**src/rtl/prog_loader.sv**
```systemverilog
// Instruction encoder/writer: packs opcode fields into 16-bit words and writes them to imem from address 0.
// Optional macro PROG_LOADER_ILLEGAL_CHECK_EN rejects opcodes 110/111 and flags them on err.
module prog_loader #(
    parameter int ADDR_W = 8,
    parameter int DEPTH  = 256
) (
    input  logic              clk,
    input  logic              reset,
    input  logic              start,
    input  logic              in_valid,
    output logic              in_ready,
    input  logic              in_last,
    input  logic [2:0]        in_opcode,
    input  logic [2:0]        in_rs,
    input  logic [2:0]        in_rt,
    input  logic [2:0]        in_rd,
    input  logic [3:0]        in_funct,
    input  logic [6:0]        in_imm,
    input  logic [12:0]       in_target,
    output logic              imem_we,
    output logic [ADDR_W-1:0] imem_addr,
    output logic [15:0]       imem_wdata,
    output logic [ADDR_W:0]   count,
    output logic              busy,
    output logic              done
`ifdef PROG_LOADER_ILLEGAL_CHECK_EN
    ,
    output logic              err
`endif
);

    typedef enum logic [1:0] {
        IDLE = 2'd0,
        LOAD = 2'd1,
        DONE = 2'd2
    } state_t;

    localparam logic [ADDR_W:0] PTR_FULL = (ADDR_W+1)'(DEPTH);
    localparam logic [ADDR_W:0] PTR_LAST = (ADDR_W+1)'(DEPTH - 1);

    state_t              state_reg, state_next;
    logic [ADDR_W:0]     ptr_reg;
    logic                we_reg;
    logic [ADDR_W-1:0]   addr_reg;
    logic [15:0]         wdata_reg;
    logic [15:0]         word_next;
    logic                illegal;
    logic                accept;
    logic                write;

`ifdef PROG_LOADER_ILLEGAL_CHECK_EN
    logic                err_reg;
    assign illegal = in_opcode[2] & in_opcode[1];
    assign err     = err_reg;
`else
    assign illegal = 1'b0;
`endif

    assign in_ready = (state_reg == LOAD) & ~start & (ptr_reg < PTR_FULL);
    assign accept   = in_valid & in_ready;
    assign write    = accept & ~illegal;

    always_comb begin
        word_next = {in_opcode, in_rs, in_rt, in_rd, in_funct};
        case (in_opcode)
            3'b001, 3'b010, 3'b011, 3'b100: word_next = {in_opcode, in_rs, in_rt, in_imm};
            3'b101:                         word_next = {in_opcode, in_target};
            default:                        word_next = {in_opcode, in_rs, in_rt, in_rd, in_funct};
        endcase
    end

    always_comb begin
        state_next = state_reg;
        case (state_reg)
            IDLE: if (start) state_next = LOAD;
            LOAD: begin
                if (start)
                    state_next = LOAD;
                else if (accept && (in_last || (write && ptr_reg == PTR_LAST)))
                    state_next = DONE;
            end
            DONE: if (start) state_next = LOAD;
            default: state_next = IDLE;
        endcase
    end

    // ptr advances on the same edge that raises imem_we, so it doubles as the write count.
    always_ff @(posedge clk or posedge reset) begin
        if (reset) begin
            state_reg <= IDLE;
            ptr_reg   <= '0;
            we_reg    <= 1'b0;
            addr_reg  <= '0;
            wdata_reg <= '0;
        end else begin
            state_reg <= state_next;
            we_reg    <= write;
            if (start)
                ptr_reg <= '0;
            else if (write)
                ptr_reg <= ptr_reg + 1'b1;
            if (write) begin
                addr_reg  <= ptr_reg[ADDR_W-1:0];
                wdata_reg <= word_next;
            end
        end
    end

`ifdef PROG_LOADER_ILLEGAL_CHECK_EN
    always_ff @(posedge clk or posedge reset) begin
        if (reset)
            err_reg <= 1'b0;
        else
            err_reg <= accept & illegal;
    end
`endif

    assign imem_we    = we_reg;
    assign imem_addr  = addr_reg;
    assign imem_wdata = wdata_reg;
    assign count      = ptr_reg;
    assign busy       = (state_reg == LOAD);
    assign done       = (state_reg == DONE);

endmodule

```
**config.mk**
```make
export PLATFORM = sky130hd
export DESIGN_NAME = prog_loader
export DESIGN_NICKNAME = d
export VERILOG_FILES = /design/src/rtl/prog_loader.sv
export SDC_FILE = /design/constraint.sdc
export NUM_CORES = 1
export LEC_CHECK = 0
export ABC_CLOCK_PERIOD_IN_PS = 1950
export BUFFER_PORTS_ARGS = -buffer_cell sky130_fd_sc_hd__buf_2
export CORE_MARGIN = 1.5
export CORE_UTILIZATION = 44
export DETAILED_ROUTE_END_ITERATION = 10
export PLACE_DENSITY = 0.76
export SLEW_MARGIN = 20
export SYNTH_ARGS = -nofsm -noshare
export SYNTH_HDL_FRONTEND = slang
export SYNTH_SLANG_ARGS = --single-unit
```
**constraint.sdc**
```tcl
create_clock -name clk -period 1.95 [get_ports clk]
set_input_delay 0.0975 -clock clk [delete_from_list [all_inputs] [get_ports clk]]
set_output_delay 0.0975 -clock clk [all_outputs]
set_load 0.02 [all_outputs]
```
======== After elaboration in Yosys (flattened, before gate mapping) ========
Cells that the tools add are included.
W data, S select, Z words.
operators by class
  add/sub/neg operators ................... 1
  $lt $le $gt $ge ......................... 1
  eq/ne operators ......................... 10
  mux-type cells .......................... 7
  bitwise gates (word level) .............. 4
  reductions and logical operators ........ 8
operators by type and width
  kind                   number
  $pmux W13 S2           1
  $mux W9                2
  $add A9 B1 Y9 const B  1
  $eq A9 B8 Y1 const B   1
  $lt A9 B9 Y1 const B   1
  $eq A3 B2 Y1 const B   2
  $eq A3 B3 Y1 const B   2
  $mux W2                3
  $pmux W2 S2            1
  $reduce_or A4 Y1       1
  $and A1 B1 Y1          3
  $eq A3 B1 Y1 const B   1
  $ne A3 B2 Y1 const B   1
  $eq A2 B1 Y1 const B   1
  $eq A2 B2 Y1 const B   1
  $logic_and A1 B1 Y1    2
  $logic_not A2 Y1       1
  $ne A2 B1 Y1 const B   1
  $reduce_and A2 Y1      1
  $reduce_bool A2 Y1     1
  $reduce_or A2 Y1       1
  $logic_or A1 B1 Y1     1
  $not A1 Y1             1
storage, ports and cells
  flip-flop bits (word level) ............. 36
  input port bits ......................... 41

======== Longest topological paths before layout ========
Gate-level depths: netlist of the first run.
  depth in word-level cells ............... 10
  mapped depth ............................ 7
  mapped depth without buffers ............ 6

======== Worst setup path before layout of the first run ========
No wires, ideal clock.
  path kind ............................... register to register
  start ................................... reg ptr_reg[8] (netlist: count[8])
  end ..................................... reg addr_reg[7] (netlist: imem_addr[7])
  setup time .............................. 0.125 ns
  data arrival time ....................... 1.837 ns
  data required time ...................... 1.825 ns
  path slack .............................. -0.011 ns
  stages on the path, launching flop included .. 8
  period minus slack after synthesis ...... 1.961 ns
  cell sequence ........................... dfrtp_1 or4b_1 buf_2 inv_2 nand2_4 clkinv_2 buf_6 mux2_2
on the way
  word-level cells in the longest chain between the ends .. 3
RTL lines
  item                      RTL line  text
  start: declaration        42        logic [ADDR_W:0] ptr_reg;
  start signal: assignment  101       ptr_reg <= ptr_reg + 1'b1;
  $lt A9 B9 Y1              59        assign in_ready = (state_reg == LOAD) & ~start & (ptr_reg < PTR_FULL);
  $and A1 B1 Y1             59
  $and A1 B1 Y1             60        assign accept = in_valid & in_ready;
  named net accept          48        logic accept;
  end signal: assignment    103       addr_reg <= ptr_reg[ADDR_W-1:0];
  end: declaration          44        logic [ADDR_W-1:0] addr_reg;
The timed path passes the listed nets, and every way through them passes these cells.
A chain may end at the register's enable or synchronous reset.

======== Final worst setup path of the first run ========
  start ................................... reg ptr_reg[8] (netlist: count[8])
  end ..................................... out in_ready
on the way
  word-level cells in the longest chain between the ends .. 2
RTL lines
  item              RTL line  text
  $lt A9 B9 Y1      59
  $and A1 B1 Y1     59
  end: declaration  11        output logic in_ready,
No other way between the ends.

==> results of run 1 <==
-- final cells by class --
class | instances | area, um^2
Multi-Input combinational cell | 140 | 998
Clock inverter | 3 | 42.5
Fill cell | 403 | 1810
Clock buffer | 5 | 68.8
Sequential cell | 36 | 902
Tap cell | 52 | 65.1
Timing Repair Buffer | 85 | 448
Inverter | 6 | 23.8
-- cells in the mapped netlist, drive strengths merged --
master / instances
dfrtp: 36
a21oi: 28
o21ai: 15
or3b: 14
mux2: 13
clkbuf: 11
nand2: 10
a31oi: 7
a32o: 7
and4b: 7
mux2i: 7
inv: 5
nand3: 5
nor2b: 5
buf: 3
nor2: 3
or3: 3
ha: 2
nand4: 2
o31ai: 2
or4: 2
clkinv: 1
nand2b: 1
nand3b: 1
nor3: 1
nor4: 1
o211ai: 1
o21a: 1
or2b: 1
or4b: 1
-- per-stage QoR --
| stage | instance area (um^2) | cells | hold WS (ns) | setup slack (ns) |
|---|---|---|---|---|
| final | 2550 | 327 | 0.0972 | 0.0567 |
| after global routing | 2550 | 327 | 0.128 | 0.00359 |
| after CTS | 2550 | 327 | 0.0933 | 0.0501 |
| after detailed placement | 2420 | 318 | 0.228 | 0.0125 |
| after global placement | 2420 | 318 | 0.220 | 0.0627 |
| after floorplan | 1980 | 196 | 0.264 | 0.00419 |
-- timing repair --
| item | CTS | global route |
|---|---|---|
| endpoints found under the hold margin | 36 | 0 |
| resized for setup | 1 | 0 |
| endpoints found under the setup margin | 4 | 0 |
| hold buffers | 1 | 0 |
-- layer usage --
metal  global-route usage  part of all wire  up-vias
met4               0.0470            0.0097        0
met1                0.287              0.48      867
met5                    0                 0        -
li1                     -                 -      888
met3               0.0447             0.052        7
met2                0.314              0.45       65
-- power groups by stage --
stage	clock network (W)	registers (W)	logic, W
4_1_cts	0.000666	0.00105	0.000965
2_1_floorplan	0	0.00128	0.000372
3_3_place_gp	0	0.00106	0.000943
6_report	0.000657	0.00104	0.000956
5_1_grt	0.000701	0.00107	0.00104
3_5_place_dp	0	0.00106	0.000959
-- worst max path at each step --
stage                               from                  endpoint  cells past startpoint
finish              count[8]$_DFFE_PP0P_                  in_ready                      4
global route        count[8]$_DFFE_PP0P_                  in_ready                      4
CTS                 count[8]$_DFFE_PP0P_                  in_ready                      4
detailed placement  count[8]$_DFFE_PP0P_  imem_addr[4]$_DFFE_PP0P_                      5
global placement    count[8]$_DFFE_PP0P_  imem_addr[5]$_DFFE_PP0P_                      5
floorplan           count[8]$_DFFE_PP0P_  imem_addr[7]$_DFFE_PP0P_                      7
-- cell families after synthesis --
kind of cell    count (synthesis)  share of synthesized area
compound gates                 61                      0.181
fa+ha+maj                       2                     0.0126
buf+inv                        20                     0.0436
flops                          36                      0.455
mux                            20                      0.109
simple gates                   57                      0.199
-- worst reg2reg max path, delay by kind of cell, from the launching register on --
family	cells	cell delay [ns]
muxes	1	0.37
and+or+nand+nor	2	0.94
DFF	1	0.42
==> report_table.html, run 1 <==
<table>
<tr><th>Metric</th><th>Value</th></tr>
<tr><th colspan="2">Status</th></tr>
<tr><td>Status</td><td>completed</td></tr>
<tr><th colspan="2">Route</th></tr>
<tr><td>Routed Wire Length</td><td>4.73 mm</td></tr>
<tr><td>Number of design rule violations left after detail routing</td><td>0</td></tr>
<tr><td>Routed vias</td><td>1827</td></tr>
<tr><td>Routed via count divided by cell count</td><td>5.59</td></tr>
<tr><td>Detailed-router iteration count before antenna repair</td><td>4</td></tr>
<tr><td>Remaining antenna violation count after routing</td><td>0</td></tr>
<tr><td>Routed WL per cell</td><td>14.5 um</td></tr>
<tr><td>DRT iter0 DRCs</td><td>153</td></tr>
<tr><th colspan="2">Power</th></tr>
<tr><td>Int Pwr</td><td>0.00169 W</td></tr>
<tr><td>Combinational group share of total power</td><td>0.360</td></tr>
<tr><td>Sw power</td><td>0.000966 W</td></tr>
<tr><td>Switching part of the total</td><td>0.364</td></tr>
<tr><td>Clock power frac</td><td>0.247</td></tr>
<tr><td>Total power draw</td><td>0.00266 W</td></tr>
<tr><td>Reg power frac</td><td>0.393</td></tr>
<tr><td>Total power per unit cell area</td><td>1040 nW/um^2</td></tr>
<tr><td>LEAKAGE</td><td>1.27 nW</td></tr>
<tr><td>Peak supply drop</td><td>0.000415 V</td></tr>
<tr><th colspan="2">Timing</th></tr>
<tr><td>Achievable Freq</td><td>528 MHz</td></tr>
<tr><td>Total negative slack for setup checks</td><td>0 ns</td></tr>
<tr><td>Setup repair after global routing missed its margin</td><td>no</td></tr>
<tr><td>Headroom to the max-slew limit</td><td>0.671</td></tr>
<tr><td>Min cycle time layout</td><td>1.89 ns</td></tr>
<tr><td>Worst Clk Skew</td><td>0.00498 ns</td></tr>
<tr><td>Count of final max-slew check failures</td><td>0</td></tr>
<tr><td>Share of the cycle needed by the critical path after routing</td><td>0.971</td></tr>
<tr><td>Final Hold Fails</td><td>0</td></tr>
<tr><td>Final setup fails</td><td>0</td></tr>
<tr><td>Tightest Pin Transition</td><td>0.494 ns</td></tr>
<tr><th colspan="2">Synthesis</th></tr>
<tr><td>Top cells by area, synth</td><td>dfrtp_1, mux2_2, a21oi_1, or3b_2, o21ai_0</td></tr>
<tr><td>Number of library cell types mapped by synthesis</td><td>33</td></tr>
<tr><td>Synth Warn #</td><td>0</td></tr>
<tr><td>Post-synthesis sequential element count</td><td>36</td></tr>
<tr><td>Post-synthesis area per instance</td><td>10.1 um^2</td></tr>
<tr><td>Sequential element share of the synthesized area</td><td>0.455</td></tr>
<tr><td>Post-Syn Instances</td><td>196</td></tr>
<tr><td>Cell accounting for the most synthesized area</td><td>dfrtp_1</td></tr>
<tr><td>Net count of the mapped netlist</td><td>239</td></tr>
<tr><td>Cell Area, Synth</td><td>1980 um^2</td></tr>
<tr><td>Top cell type's share of synthesized area</td><td>0.455</td></tr>
<tr><th colspan="2">CTS</th></tr>
<tr><td>Deepest level of the CTS H-tree</td><td>2</td></tr>
<tr><td>CTS tree</td><td>built</td></tr>
<tr><td>Clock buffer count from CTS</td><td>5</td></tr>
<tr><td>Skew-Pair Late Insertion Delay</td><td>0.29 ns</td></tr>
<tr><td>Clock root buffer master</td><td>clkbuf_8</td></tr>
<tr><td>Clock tree buffer depth</td><td>2</td></tr>
<tr><td>Buffer count from post-CTS setup fixing</td><td>0</td></tr>
<tr><td>Clock sinks</td><td>36</td></tr>
<tr><td>Clock-pin transition on the worst setup and hold timing paths</td><td>0.08 ns</td></tr>
<tr><th colspan="2">Placed design</th></tr>
<tr><td>Number of buffer cells added on primary ports</td><td>77</td></tr>
<tr><td>RD Place Congestion</td><td>0.762</td></tr>
<tr><td>HPWL after detailed placement</td><td>3.39 mm</td></tr>
<tr><th colspan="2">Global route</th></tr>
<tr><td>Largest net degree at the start of global routing</td><td>38</td></tr>
<tr><td>Overall fraction of global-route tracks in use</td><td>0.201</td></tr>
<tr><td>Vias in the first global route</td><td>1683</td></tr>
<tr><td>Global-route wire length before repair</td><td>8.05 mm</td></tr>
<tr><td>Overflow left after global routing</td><td>0</td></tr>
<tr><td>Number of antenna violations at the first check in global routing</td><td>0</td></tr>
<tr><th colspan="2">Worst setup path</th></tr>
<tr><td>Family with the most delay on the worst path</td><td>simple AND/OR/NAND/NOR gates</td></tr>
<tr><td>R2R Setup Slk</td><td>0.11 ns</td></tr>
<tr><td>Largest stage delay on the critical path</td><td>0.60 ns</td></tr>
<tr><td>Highest fanout seen on the critical path</td><td>11</td></tr>
<tr><td>Critical path required time</td><td>1.85 ns</td></tr>
<tr><td>WP data arrival</td><td>1.80 ns</td></tr>
<tr><td>Critical Setup Path Class</td><td>register to primary output</td></tr>
<tr><td>End of the worst register-to-register path</td><td>count[6]$_DFFE_PP0P_</td></tr>
<tr><td>Sort of element at the start of the critical path</td><td>register</td></tr>
<tr><td>Element type at the critical path end</td><td>primary output</td></tr>
<tr><td>Worst r2r path cells</td><td>3</td></tr>
<tr><td>CP bufs+invs</td><td>3</td></tr>
<tr><td>Cells traversed along the worst timing path</td><td>or4b_4 -&gt; inv_2 -&gt; buf_4 -&gt; buf_2</td></tr>
<tr><td>Critical register-to-register path startpoint</td><td>count[8]$_DFFE_PP0P_</td></tr>
<tr><td>CP max-delay cell</td><td>or4b_4</td></tr>
<tr><th colspan="2">Floorplanning</th></tr>
<tr><td>Number of placed I/O pins</td><td>78</td></tr>
<tr><td>Height of the die</td><td>70.1 um</td></tr>
<tr><td>Effective utilization at floorplan</td><td>0.455</td></tr>
<tr><td>Area enclosed by the die boundary</td><td>4920 um^2</td></tr>
<tr><td>Standard-cell rows</td><td>24</td></tr>
<tr><td>Core area</td><td>4350 um^2</td></tr>
<tr><td>Width of the die</td><td>70.1 um</td></tr>
<tr><th colspan="2">Final layout</th></tr>
<tr><td>Final design utilization</td><td>0.585</td></tr>
<tr><td>Net count, final</td><td>317</td></tr>
<tr><td>Most common library cell in the layout ignoring fill and taps</td><td>buf_2</td></tr>
<tr><td>Syn-to-layout area delta</td><td>28.6%</td></tr>
<tr><td>Fraction of layout cells with a size suffix above 1</td><td>0.451</td></tr>
<tr><td>Number of flip-flops under the largest register name</td><td>16</td></tr>
<tr><td>Ant diodes</td><td>0</td></tr>
<tr><td>Commonest cells after routing, fill and taps aside</td><td>buf_2, dfrtp_1, a21oi_1, o21ai_0, or3b_2</td></tr>
<tr><th colspan="2">Worst hold path</th></tr>
<tr><td>Hold Path Cell Cnt</td><td>3</td></tr>
<tr><td>HP Class</td><td>primary input to register</td></tr>
<tr><td>Hold Path Sink</td><td>imem_wdata[10]$_DFFE_PP0P_</td></tr>
<tr><td>Hold Startpoint</td><td>in_target[10]</td></tr>
<tr><th colspan="2">Run</th></tr>
<tr><td>Count of maximum capacitance violations</td><td>0</td></tr>
</table>
Note: power is estimated with default switching activity, not from simulation.
==> run 2, diff against run 1 <==
--- a/config.mk
+++ b/config.mk
@@ -7,8 +7,8 @@
 export LEC_CHECK = 0
-export ABC_CLOCK_PERIOD_IN_PS = 1950
+export ABC_AREA = 1
 export BUFFER_PORTS_ARGS = -buffer_cell sky130_fd_sc_hd__buf_2
 export CORE_MARGIN = 1.5
-export CORE_UTILIZATION = 44
+export CORE_UTILIZATION = 43
 export DETAILED_ROUTE_END_ITERATION = 10
-export PLACE_DENSITY = 0.76
+export PLACE_DENSITY = 0.75
 export SLEW_MARGIN = 20
==> constraint.sdc (replaced) <==
create_clock -name clk -period 1.95 [get_ports clk]
set_input_delay 0.2925 -clock clk [delete_from_list [all_inputs] [get_ports clk]]
set_output_delay 0.2925 -clock clk [all_outputs]
set_load 0.02 [all_outputs]
==> run 2 against run 1 <==
Power down 27%. Synthesized cell count up 24%. Via count down 1.7%. Clock skew up 0.0021 ns. Non-clock buffer count down 6. Combinational power down 48%. Sequential power down 15%.
==> report_table.html, run 2 <==
<table>
<tr><th>Metric</th><th>Value</th></tr>
<tr><th colspan="2">Status</th></tr>
<tr><td>Status</td><td>completed</td></tr>
<tr><th colspan="2">Floorplanning</th></tr>
<tr><td>Height of the die</td><td>69.5 um (-0.91%)</td></tr>
<tr><td>Number of placed I/O pins</td><td>78 (unchanged)</td></tr>
<tr><td>Core area</td><td>4120 um^2 (-5.5%)</td></tr>
<tr><td>Width of the die</td><td>69.5 um (-0.91%)</td></tr>
<tr><td>Standard-cell rows</td><td>23 (-4.2%)</td></tr>
<tr><td>Area enclosed by the die boundary</td><td>4830 um^2 (-1.8%)</td></tr>
<tr><td>Effective utilization at floorplan</td><td>0.462 (+0.00667)</td></tr>
<tr><th colspan="2">Synthesis</th></tr>
<tr><td>Top_reg_cell synth</td><td>dfrtp_1</td></tr>
<tr><td>Net count of the mapped netlist</td><td>286 (+20%)</td></tr>
<tr><td>Most frequent cells after synthesis</td><td>nand2_1, dfrtp_1, inv_1</td></tr>
<tr><td>Post-synthesis sequential element count</td><td>36 (unchanged)</td></tr>
<tr><td>Most common cell in the synthesized netlist</td><td>nand2_1</td></tr>
<tr><td>Number of synthesized flops with an enable pin</td><td>0 (unchanged)</td></tr>
<tr><td>Post-Syn Instances</td><td>243 (+24%)</td></tr>
<tr><td>Sequential element share of the synthesized area</td><td>0.474 (+0.0195)</td></tr>
<tr><td>Synth Warn #</td><td>0 (unchanged)</td></tr>
<tr><td>Cell accounting for the most synthesized area</td><td>dfrtp_1</td></tr>
<tr><td>Cell Area, Synth</td><td>1900 um^2 (-4.1%)</td></tr>
<tr><td>Top cell type's share of synthesized area</td><td>0.474 (+0.0195)</td></tr>
<tr><td>Top cells by area, synth</td><td>dfrtp_1, nand2_1, o21ai_0, inv_1, nand3_1</td></tr>
<tr><td>Post-synthesis area per instance</td><td>7.82 um^2 (-23%)</td></tr>
<tr><td>Number of library cell types mapped by synthesis</td><td>29 (-12%)</td></tr>
<tr><td>Async SR Flop Fraction</td><td>1.00 (unchanged)</td></tr>
<tr><th colspan="2">Worst setup path</th></tr>
<tr><td>Sort of element at the start of the critical path</td><td>register</td></tr>
<tr><td>Element type at the critical path end</td><td>register</td></tr>
<tr><td>WP data arrival</td><td>1.73 ns (-0.07 ns)</td></tr>
<tr><td>Critical path required time</td><td>2.13 ns (+0.28 ns)</td></tr>
<tr><td>Critical Setup Path Class</td><td>register to register</td></tr>
<tr><td>Worst r2r path cells</td><td>7 (+4)</td></tr>
<tr><td>Highest fanout seen on the critical path</td><td>4 (-7)</td></tr>
<tr><td>R2R Setup Slk</td><td>0.41 ns (+0.30 ns)</td></tr>
<tr><td>End of the worst register-to-register path</td><td>state_reg[0]$_DFFE_PP0P_</td></tr>
<tr><td>Critical register-to-register path startpoint</td><td>count[1]$_DFFE_PP0P_</td></tr>
<tr><th colspan="2">Timing</th></tr>
<tr><td>Worst Clk Skew</td><td>0.00709 ns (+0.00211 ns)</td></tr>
<tr><td>Share of the cycle needed by the critical path after routing</td><td>0.792 (-0.179)</td></tr>
<tr><td>Count of final max-slew check failures</td><td>0 (unchanged)</td></tr>
<tr><td>Achievable Freq</td><td>648 MHz (+23%)</td></tr>
<tr><td>Tightest Pin Transition</td><td>0.453 ns (-0.0409 ns)</td></tr>
<tr><td>Final setup fails</td><td>0 (unchanged)</td></tr>
<tr><td>Min cycle time layout</td><td>1.54 ns (-0.349 ns)</td></tr>
<tr><td>Headroom to the max-slew limit</td><td>0.698 (+0.0272)</td></tr>
<tr><td>Final Hold Fails</td><td>0 (unchanged)</td></tr>
<tr><td>Setup repair after global routing missed its margin</td><td>no</td></tr>
<tr><td>Total negative slack for setup checks</td><td>0 ns (unchanged)</td></tr>
<tr><th colspan="2">Power</th></tr>
<tr><td>Int Pwr</td><td>0.00130 W (-23%)</td></tr>
<tr><td>Clock power frac</td><td>0.287 (+0.040)</td></tr>
<tr><td>Total power per unit cell area</td><td>808 nW/um^2 (-23%)</td></tr>
<tr><td>Combinational group share of total power</td><td>0.255 (-0.105)</td></tr>
<tr><td>Peak supply drop</td><td>0.000459 V (+11%)</td></tr>
<tr><td>Switching part of the total</td><td>0.325 (-0.0382)</td></tr>
<tr><td>Sw power</td><td>0.000628 W (-35%)</td></tr>
<tr><td>Reg power frac</td><td>0.458 (+0.065)</td></tr>
<tr><td>LEAKAGE</td><td>1.32 nW (+4.0%)</td></tr>
<tr><th colspan="2">Route</th></tr>
<tr><td>DRT iter0 DRCs</td><td>97 (-37%)</td></tr>
<tr><td>Routed Wire Length</td><td>4.36 mm (-7.7%)</td></tr>
<tr><td>Number of design rule violations left after detail routing</td><td>0 (unchanged)</td></tr>
<tr><td>Routed via count divided by cell count</td><td>4.83 (-14%)</td></tr>
<tr><td>Routed vias</td><td>1796 (-1.7%)</td></tr>
<tr><td>Remaining antenna violation count after routing</td><td>0 (unchanged)</td></tr>
<tr><td>Detailed-router iteration count before antenna repair</td><td>4 (unchanged)</td></tr>
<tr><td>Routed WL per cell</td><td>11.7 um (-19%)</td></tr>
<tr><th colspan="2">CTS</th></tr>
<tr><td>Clock-pin transition on the worst setup and hold timing paths</td><td>0.08 ns (about the same)</td></tr>
<tr><td>Deepest level of the CTS H-tree</td><td>2 (unchanged)</td></tr>
<tr><td>Clock tree buffer depth</td><td>2 (unchanged)</td></tr>
<tr><td>Post-cts sizing count</td><td>0 (-1)</td></tr>
<tr><td>Clock sinks</td><td>36 (unchanged)</td></tr>
<tr><td>Clock buffer count from CTS</td><td>5 (unchanged)</td></tr>
<tr><td>Buffer count from post-CTS setup fixing</td><td>0 (unchanged)</td></tr>
<tr><td>CTS Hold Buffers Added</td><td>0 (-1)</td></tr>
<tr><td>Skew-Pair Late Insertion Delay</td><td>0.29 ns (about the same)</td></tr>
<tr><td>CTS tree</td><td>built</td></tr>
<tr><td>Clock root buffer master</td><td>clkbuf_8</td></tr>
<tr><th colspan="2">Global route</th></tr>
<tr><td>Overflow left after global routing</td><td>0 (unchanged)</td></tr>
<tr><td>Overall fraction of global-route tracks in use</td><td>0.190 (-0.0118)</td></tr>
<tr><td>Number of antenna violations at the first check in global routing</td><td>0 (unchanged)</td></tr>
<tr><td>Largest net degree at the start of global routing</td><td>37 (-2.6%)</td></tr>
<tr><td>Vias in the first global route</td><td>1629 (-3.2%)</td></tr>
<tr><td>Global-route wire length before repair</td><td>7.39 mm (-8.2%)</td></tr>
<tr><th colspan="2">Final layout</th></tr>
<tr><td>Fraction of layout cells with a size suffix above 1</td><td>0.307 (-0.143)</td></tr>
<tr><td>Net count, final</td><td>364 (+15%)</td></tr>
<tr><td>Ant diodes</td><td>0 (unchanged)</td></tr>
<tr><td>Fill count</td><td>398 (-1.2%)</td></tr>
<tr><td>Most common library cell in the layout ignoring fill and taps</td><td>buf_2</td></tr>
<tr><td>Cell Count, Final, Fillers Out</td><td>372 (+14%)</td></tr>
<tr><td>Number of flip-flops under the largest register name</td><td>16 (unchanged)</td></tr>
<tr><td>Commonest cells after routing, fill and taps aside</td><td>buf_2, nand2_1, dfrtp_1, inv_1, o21ai_0</td></tr>
<tr><td>Syn-to-layout area delta</td><td>25.8%</td></tr>
<tr><th colspan="2">Worst hold path</th></tr>
<tr><td>HP Class</td><td>primary input to async pin</td></tr>
<tr><th colspan="2">Run</th></tr>
<tr><td>Count of maximum capacitance violations</td><td>0 (unchanged)</td></tr>
<tr><th colspan="2">Placed design</th></tr>
<tr><td>RD Place Congestion</td><td>0.794 (+4.2%)</td></tr>
<tr><td>Number of buffer cells added on primary ports</td><td>77 (unchanged)</td></tr>
<tr><td>Total instance count after detailed placement</td><td>364 (+14%)</td></tr>
<tr><td>HPWL after detailed placement</td><td>3.19 mm (-6.0%)</td></tr>
</table>
-- run 2: cell types whose count changed in the layout (fill, tap and decap cells not counted), sizes merged, moves of 7 or more --
| cell | change |
|---|---|
| a21oi | -26 |
| a31oi | -7 |
| a32o | -7 |
| and4b | -7 |
| inv | +28 |
| mux2 | -13 |
| mux2i | -7 |
| nand2 | +65 |
| nand3 | +18 |
| nor2 | +21 |
| o21ai | +9 |
| or3b | -14 |
-- run 2: worst max-delay path by stage --
stage,start,to,slack [ns]
2_1_floorplan,count[1]$_DFFE_PP0P_,count[8]$_DFFE_PP0P_,0.44
3_3_place_gp,count[1]$_DFFE_PP0P_,state_reg[0]$_DFFE_PP0P_,0.47
3_5_place_dp,count[1]$_DFFE_PP0P_,state_reg[0]$_DFFE_PP0P_,0.40
4_1_cts,count[1]$_DFFE_PP0P_,state_reg[0]$_DFFE_PP0P_,0.38
5_1_grt,count[3]$_DFFE_PP0P_,state_reg[0]$_DFFE_PP0P_,0.25
6_report,count[1]$_DFFE_PP0P_,state_reg[0]$_DFFE_PP0P_,0.41
-- run 2: power groups by stage --
stage	clock network, W	logic, W	registers, W
after floorplan	0	0.000213	0.00101
after global placement	0	0.000492	0.000894
after detailed placement	0	0.000498	0.000897
after CTS	0.000571	0.000500	0.000884
after global routing	0.000599	0.000549	0.000897
final	0.000555	0.000493	0.000883
-- run 2: cells by family (layout without fill, tap and decap cells) --
kind of cell	count (synthesis)	count (layout)	share of synthesized area
AO/OA/AOI/OAI	33	33	0.103
adder cells (fa/ha/maj)	2	2	0.0132
buffers and inverters	42	121	0.102
flip-flops	36	36	0.474
AND/OR/NAND/NOR	130	130	0.307
-- run 2: layer usage --
metal / vias up / global-route usage / routed length (um)
met1: 816 / 0.243 / 1960
li1: 925 / - / -
met2: 47 / 0.316 / 2130
met4: 0 / 0.0784 / 76
met3: 8 / 0.0334 / 205
met5: - / 0 / 0
-- run 2: final cells by class --
cell class	count	area, um^2	share of cell area
Multi-Input combinational cell	165	806	0.337
Timing Repair Buffer	79	400	0.167
Sequential cell	36	901	0.377
Inverter	34	128	0.0534
Clock inverter	1	7.51	0.00314
Clock buffer	7	86.3	0.0361
Tap cell	50	62.6	0.0262
-- run 2: worst max-delay path, cell delays in order, from the launching register on --
cell and delay (ns):
dfrtp_1 0.39, ha_1 0.22, nand2_1 0.11, nor4_1 0.26, ha_1 0.20, o21ai_0 0.11
nand2_1 0.10, nand2_1 0.05
-- run 2: metrics by stage --
stage / utilization / instance area (um^2) / power, W / setup WS [ns] / hold WS (ns)
2_1_floorplan: - / 1900 / 0.00122 / 0.442 / 0.434
3_3_place_gp: 0.558 / 2300 / 0.00139 / 0.469 / 0.415
3_5_place_dp: 0.558 / 2300 / 0.00140 / 0.400 / 0.423
4_1_cts: 0.581 / 2390 / 0.00195 / 0.377 / 0.105
5_1_grt: 0.581 / 2390 / 0.00204 / 0.253 / 0.161
6_report: 0.581 / 2390 / 0.00193 / 0.406 / 0.0953
==> run 3, diff against run 2 <==
- clock period: 1.95 -> 1.42 ns (I/O delays scaled with it)
==> run 3 against run 2 <==
Clock skew decreased by 0.0017 ns. Count of clock-buffer cells in the layout increased by 1. First-iteration DRC count decreased by 12%. Critical path type unchanged. Fmax increased by 11%.
==> report_table.html, run 3 (synthesis results as in run 2) <==
<table>
<tr><th>Metric</th><th>Value</th></tr>
<tr><th colspan="2">Status</th></tr>
<tr><td>Status</td><td>completed</td></tr>
<tr><th colspan="2">Placed design</th></tr>
<tr><td>HPWL after detailed placement</td><td>3.40 mm (+6.7%)</td></tr>
<tr><td>Number of buffer cells added on primary ports</td><td>77 (unchanged)</td></tr>
<tr><td>RD Place Congestion</td><td>0.795 (+0.16%)</td></tr>
<tr><th colspan="2">Timing</th></tr>
<tr><td>Final Hold Fails</td><td>0 (unchanged)</td></tr>
<tr><td>Final setup fails</td><td>0 (unchanged)</td></tr>
<tr><td>Headroom to the max-slew limit</td><td>0.702 (+0.00452)</td></tr>
<tr><td>Share of the cycle needed by the critical path after routing</td><td>0.977 (+0.185)</td></tr>
<tr><td>Min cycle time layout</td><td>1.39 ns (-0.157 ns)</td></tr>
<tr><td>Achievable Freq</td><td>721 MHz (+11%)</td></tr>
<tr><td>Tightest Pin Transition</td><td>0.447 ns (-0.00678 ns)</td></tr>
<tr><td>Count of final max-slew check failures</td><td>0 (unchanged)</td></tr>
<tr><td>Worst Clk Skew</td><td>0.00543 ns (-0.00167 ns)</td></tr>
<tr><td>Setup repair after global routing missed its margin</td><td>yes</td></tr>
<tr><th colspan="2">Floorplanning</th></tr>
<tr><td>Height of the die</td><td>69.5 um (unchanged)</td></tr>
<tr><td>Area enclosed by the die boundary</td><td>4830 um^2 (unchanged)</td></tr>
<tr><td>Effective utilization at floorplan</td><td>0.462 (unchanged)</td></tr>
<tr><td>Number of placed I/O pins</td><td>78 (unchanged)</td></tr>
<tr><td>Width of the die</td><td>69.5 um (unchanged)</td></tr>
<tr><td>Core area</td><td>4120 um^2 (unchanged)</td></tr>
<tr><td>Standard-cell rows</td><td>23 (unchanged)</td></tr>
<tr><th colspan="2">Route</th></tr>
<tr><td>Detailed-router iteration count before antenna repair</td><td>4 (unchanged)</td></tr>
<tr><td>Routed WL per cell</td><td>11.9 um (+1.1%)</td></tr>
<tr><td>Routed vias</td><td>1868 (+4.0%)</td></tr>
<tr><td>DRT iter0 DRCs</td><td>85 (-12%)</td></tr>
<tr><td>Routed Wire Length</td><td>4.60 mm (+5.5%)</td></tr>
<tr><td>Number of design rule violations left after detail routing</td><td>0 (unchanged)</td></tr>
<tr><td>Remaining antenna violation count after routing</td><td>0 (unchanged)</td></tr>
<tr><td>Routed via count divided by cell count</td><td>4.81 (-0.28%)</td></tr>
<tr><th colspan="2">Power</th></tr>
<tr><td>Clock power frac</td><td>0.278 (-0.009)</td></tr>
<tr><td>Int Pwr</td><td>0.00181 W (+39%)</td></tr>
<tr><td>Peak supply drop</td><td>0.000718 V (+56%)</td></tr>
<tr><td>Total power per unit cell area</td><td>1030 nW/um^2 (+28%)</td></tr>
<tr><td>Total power draw</td><td>0.00266 W (+38%)</td></tr>
<tr><td>Sw power</td><td>0.000848 W (+35%)</td></tr>
<tr><td>LEAKAGE</td><td>1.44 nW (+8.5%)</td></tr>
<tr><td>Switching part of the total</td><td>0.319 (-0.00664)</td></tr>
<tr><td>Combinational group share of total power</td><td>0.264 (+0.009)</td></tr>
<tr><td>Reg power frac</td><td>0.458 (about the same)</td></tr>
<tr><th colspan="2">Global route</th></tr>
<tr><td>Gr busiest metal</td><td>met2</td></tr>
<tr><td>Met1 Usage GRT</td><td>0.265 (+0.0219)</td></tr>
<tr><td>Global-route wire length before repair</td><td>7.76 mm (+5.0%)</td></tr>
<tr><td>Met3 track utilization from global routing</td><td>0.0392 (+0.00581)</td></tr>
<tr><td>Overall fraction of global-route tracks in use</td><td>0.197 (+0.00728)</td></tr>
<tr><td>Number of antenna violations at the first check in global routing</td><td>0 (unchanged)</td></tr>
<tr><td>Vias in the first global route</td><td>1695 (+4.1%)</td></tr>
<tr><td>Largest net degree at the start of global routing</td><td>37 (unchanged)</td></tr>
<tr><td>Overflow left after global routing</td><td>0 (unchanged)</td></tr>
<tr><td>Met2 track demand over resource in global routing</td><td>0.318 (+0.00214)</td></tr>
<tr><th colspan="2">Worst setup path</th></tr>
<tr><td>End of the worst register-to-register path</td><td>count[8]$_DFFE_PP0P_</td></tr>
<tr><td>Element type at the critical path end</td><td>register</td></tr>
<tr><td>WP data arrival</td><td>1.59 ns (-0.14 ns)</td></tr>
<tr><td>Worst r2r path cells</td><td>5 (-2)</td></tr>
<tr><td>Highest fanout seen on the critical path</td><td>3 (-1)</td></tr>
<tr><td>Sort of element at the start of the critical path</td><td>register</td></tr>
<tr><td>Worst Setup EP</td><td>count[8]$_DFFE_PP0P_</td></tr>
<tr><td>Critical Setup Path Class</td><td>register to register</td></tr>
<tr><td>CP startpoint</td><td>count[1]$_DFFE_PP0P_</td></tr>
<tr><td>Critical register-to-register path startpoint</td><td>count[1]$_DFFE_PP0P_</td></tr>
<tr><td>R2R Setup Slk</td><td>0.03 ns (-0.37 ns)</td></tr>
<tr><td>Critical path required time</td><td>1.63 ns (-0.50 ns)</td></tr>
<tr><th colspan="2">Final layout</th></tr>
<tr><td>Most common library cell in the layout ignoring fill and taps</td><td>buf_2</td></tr>
<tr><td>Number of flip-flops under the largest register name</td><td>16 (unchanged)</td></tr>
<tr><td>Fraction of layout cells with a size suffix above 1</td><td>0.367 (+0.0594)</td></tr>
<tr><td>Ant diodes</td><td>0 (unchanged)</td></tr>
<tr><td>Syn-to-layout area delta</td><td>35.6%</td></tr>
<tr><td>Commonest cells after routing, fill and taps aside</td><td>buf_2, nand2_1, dfrtp_1, inv_1</td></tr>
<tr><td>Final design utilization</td><td>0.626 (+0.0453)</td></tr>
<tr><td>Net count, final</td><td>380 (+4.4%)</td></tr>
<tr><th colspan="2">CTS</th></tr>
<tr><td>Clock-pin transition on the worst setup and hold timing paths</td><td>0.07 ns (about the same)</td></tr>
<tr><td>Deepest level of the CTS H-tree</td><td>2 (unchanged)</td></tr>
<tr><td>Clock buffer count from CTS</td><td>5 (unchanged)</td></tr>
<tr><td>CTS tree</td><td>built</td></tr>
<tr><td>Clock tree buffer depth</td><td>2 (unchanged)</td></tr>
<tr><td>Clock root buffer master</td><td>clkbuf_8</td></tr>
<tr><td>Clock sinks</td><td>36 (unchanged)</td></tr>
<tr><td>Skew-Pair Late Insertion Delay</td><td>0.28 ns (about the same)</td></tr>
<tr><th colspan="2">Worst hold path</th></tr>
<tr><td>HP Class</td><td>primary input to async pin</td></tr>
<tr><th colspan="2">Run</th></tr>
<tr><td>Count of maximum capacitance violations</td><td>0 (unchanged)</td></tr>
</table>
[run 3: worst max-delay path, cell delays in order, from the launching register on]
cell,delay [ns]
dfrtp_2,0.40
ha_4,0.17
nand2_4,0.06
nor4_4,0.22
ha_2,0.32
o22ai_2,0.14
[run 3: through the flow]
| stage | worst slack, ns | std cells | cell area [um^2] | hold slack [ns] | TNS [ns] |
|---|---|---|---|---|---|
| 3_5_place_dp | 0.00173 | 378 | 2420 | 0.350 | 0 |
| 2_1_floorplan | 0.00340 | 243 | 1910 | 0.355 | 0 |
| 3_3_place_gp | 0.0289 | 378 | 2420 | 0.338 | 0 |
| 6_report | 0.0333 | 388 | 2580 | 0.0253 | 0 |
| 4_1_cts | 0.0122 | 386 | 2520 | 0.0394 | 0 |
| 5_1_grt | -0.0335 | 388 | 2580 | 0.0693 | -0.0543 |
[run 3: metal layers]
| layer | part of all wire | routed length, um | vias to the layer above |
|---|---|---|---|
| met5 | 0 | 0 | - |
| met4 | 0.014 | 64 | 0 |
| met3 | 0.047 | 215 | 7 |
| met2 | 0.50 | 2310 | 46 |
| met1 | 0.44 | 2010 | 864 |
| li1 | - | - | 951 |
[run 3: layout make-up]
type                            count  area (um^2)
Tap cell                           50         62.6
Clock buffer                        8         90.1
Sequential cell                    36          906
Multi-Input combinational cell    165          858
Timing Repair Buffer               95          533
Fill cell                         396         1540
Inverter                           34          128
[run 3: worst min-delay path by stage]
stage	from	to	slack (ns)	depth (start not counted)
final	reset	count[2]$_DFFE_PP0P_	0.03	3
after global routing	reset	imem_wdata[1]$_DFFE_PP0P_	0.07	3
after CTS	reset	imem_wdata[2]$_DFFE_PP0P_	0.04	3
after detailed placement	reset	imem_addr[3]$_DFFE_PP0P_	0.35	3
after global placement	reset	imem_addr[4]$_DFFE_PP0P_	0.34	3
after floorplan	start	state_reg[0]$_DFFE_PP0P_	0.35	2
[run 3: power by group through the flow]
stage | registers [W] | logic, W | clock network (W)
after global routing | 0.00123 | 0.000787 | 0.000809
after floorplan | 0.00139 | 0.000293 | 0
final | 0.00122 | 0.000702 | 0.000739
after global placement | 0.00123 | 0.000694 | 0
after CTS | 0.00122 | 0.000709 | 0.000760
after detailed placement | 0.00123 | 0.000708 | 0
[run 3: repair_timing]
item | CTS | global route
pin swaps | 0 | 6
setup buffers | 0 | 2
gates resized for setup | 1 | 10
hold buffers | 0 | 0
setup endpoints to repair | 2 | 4
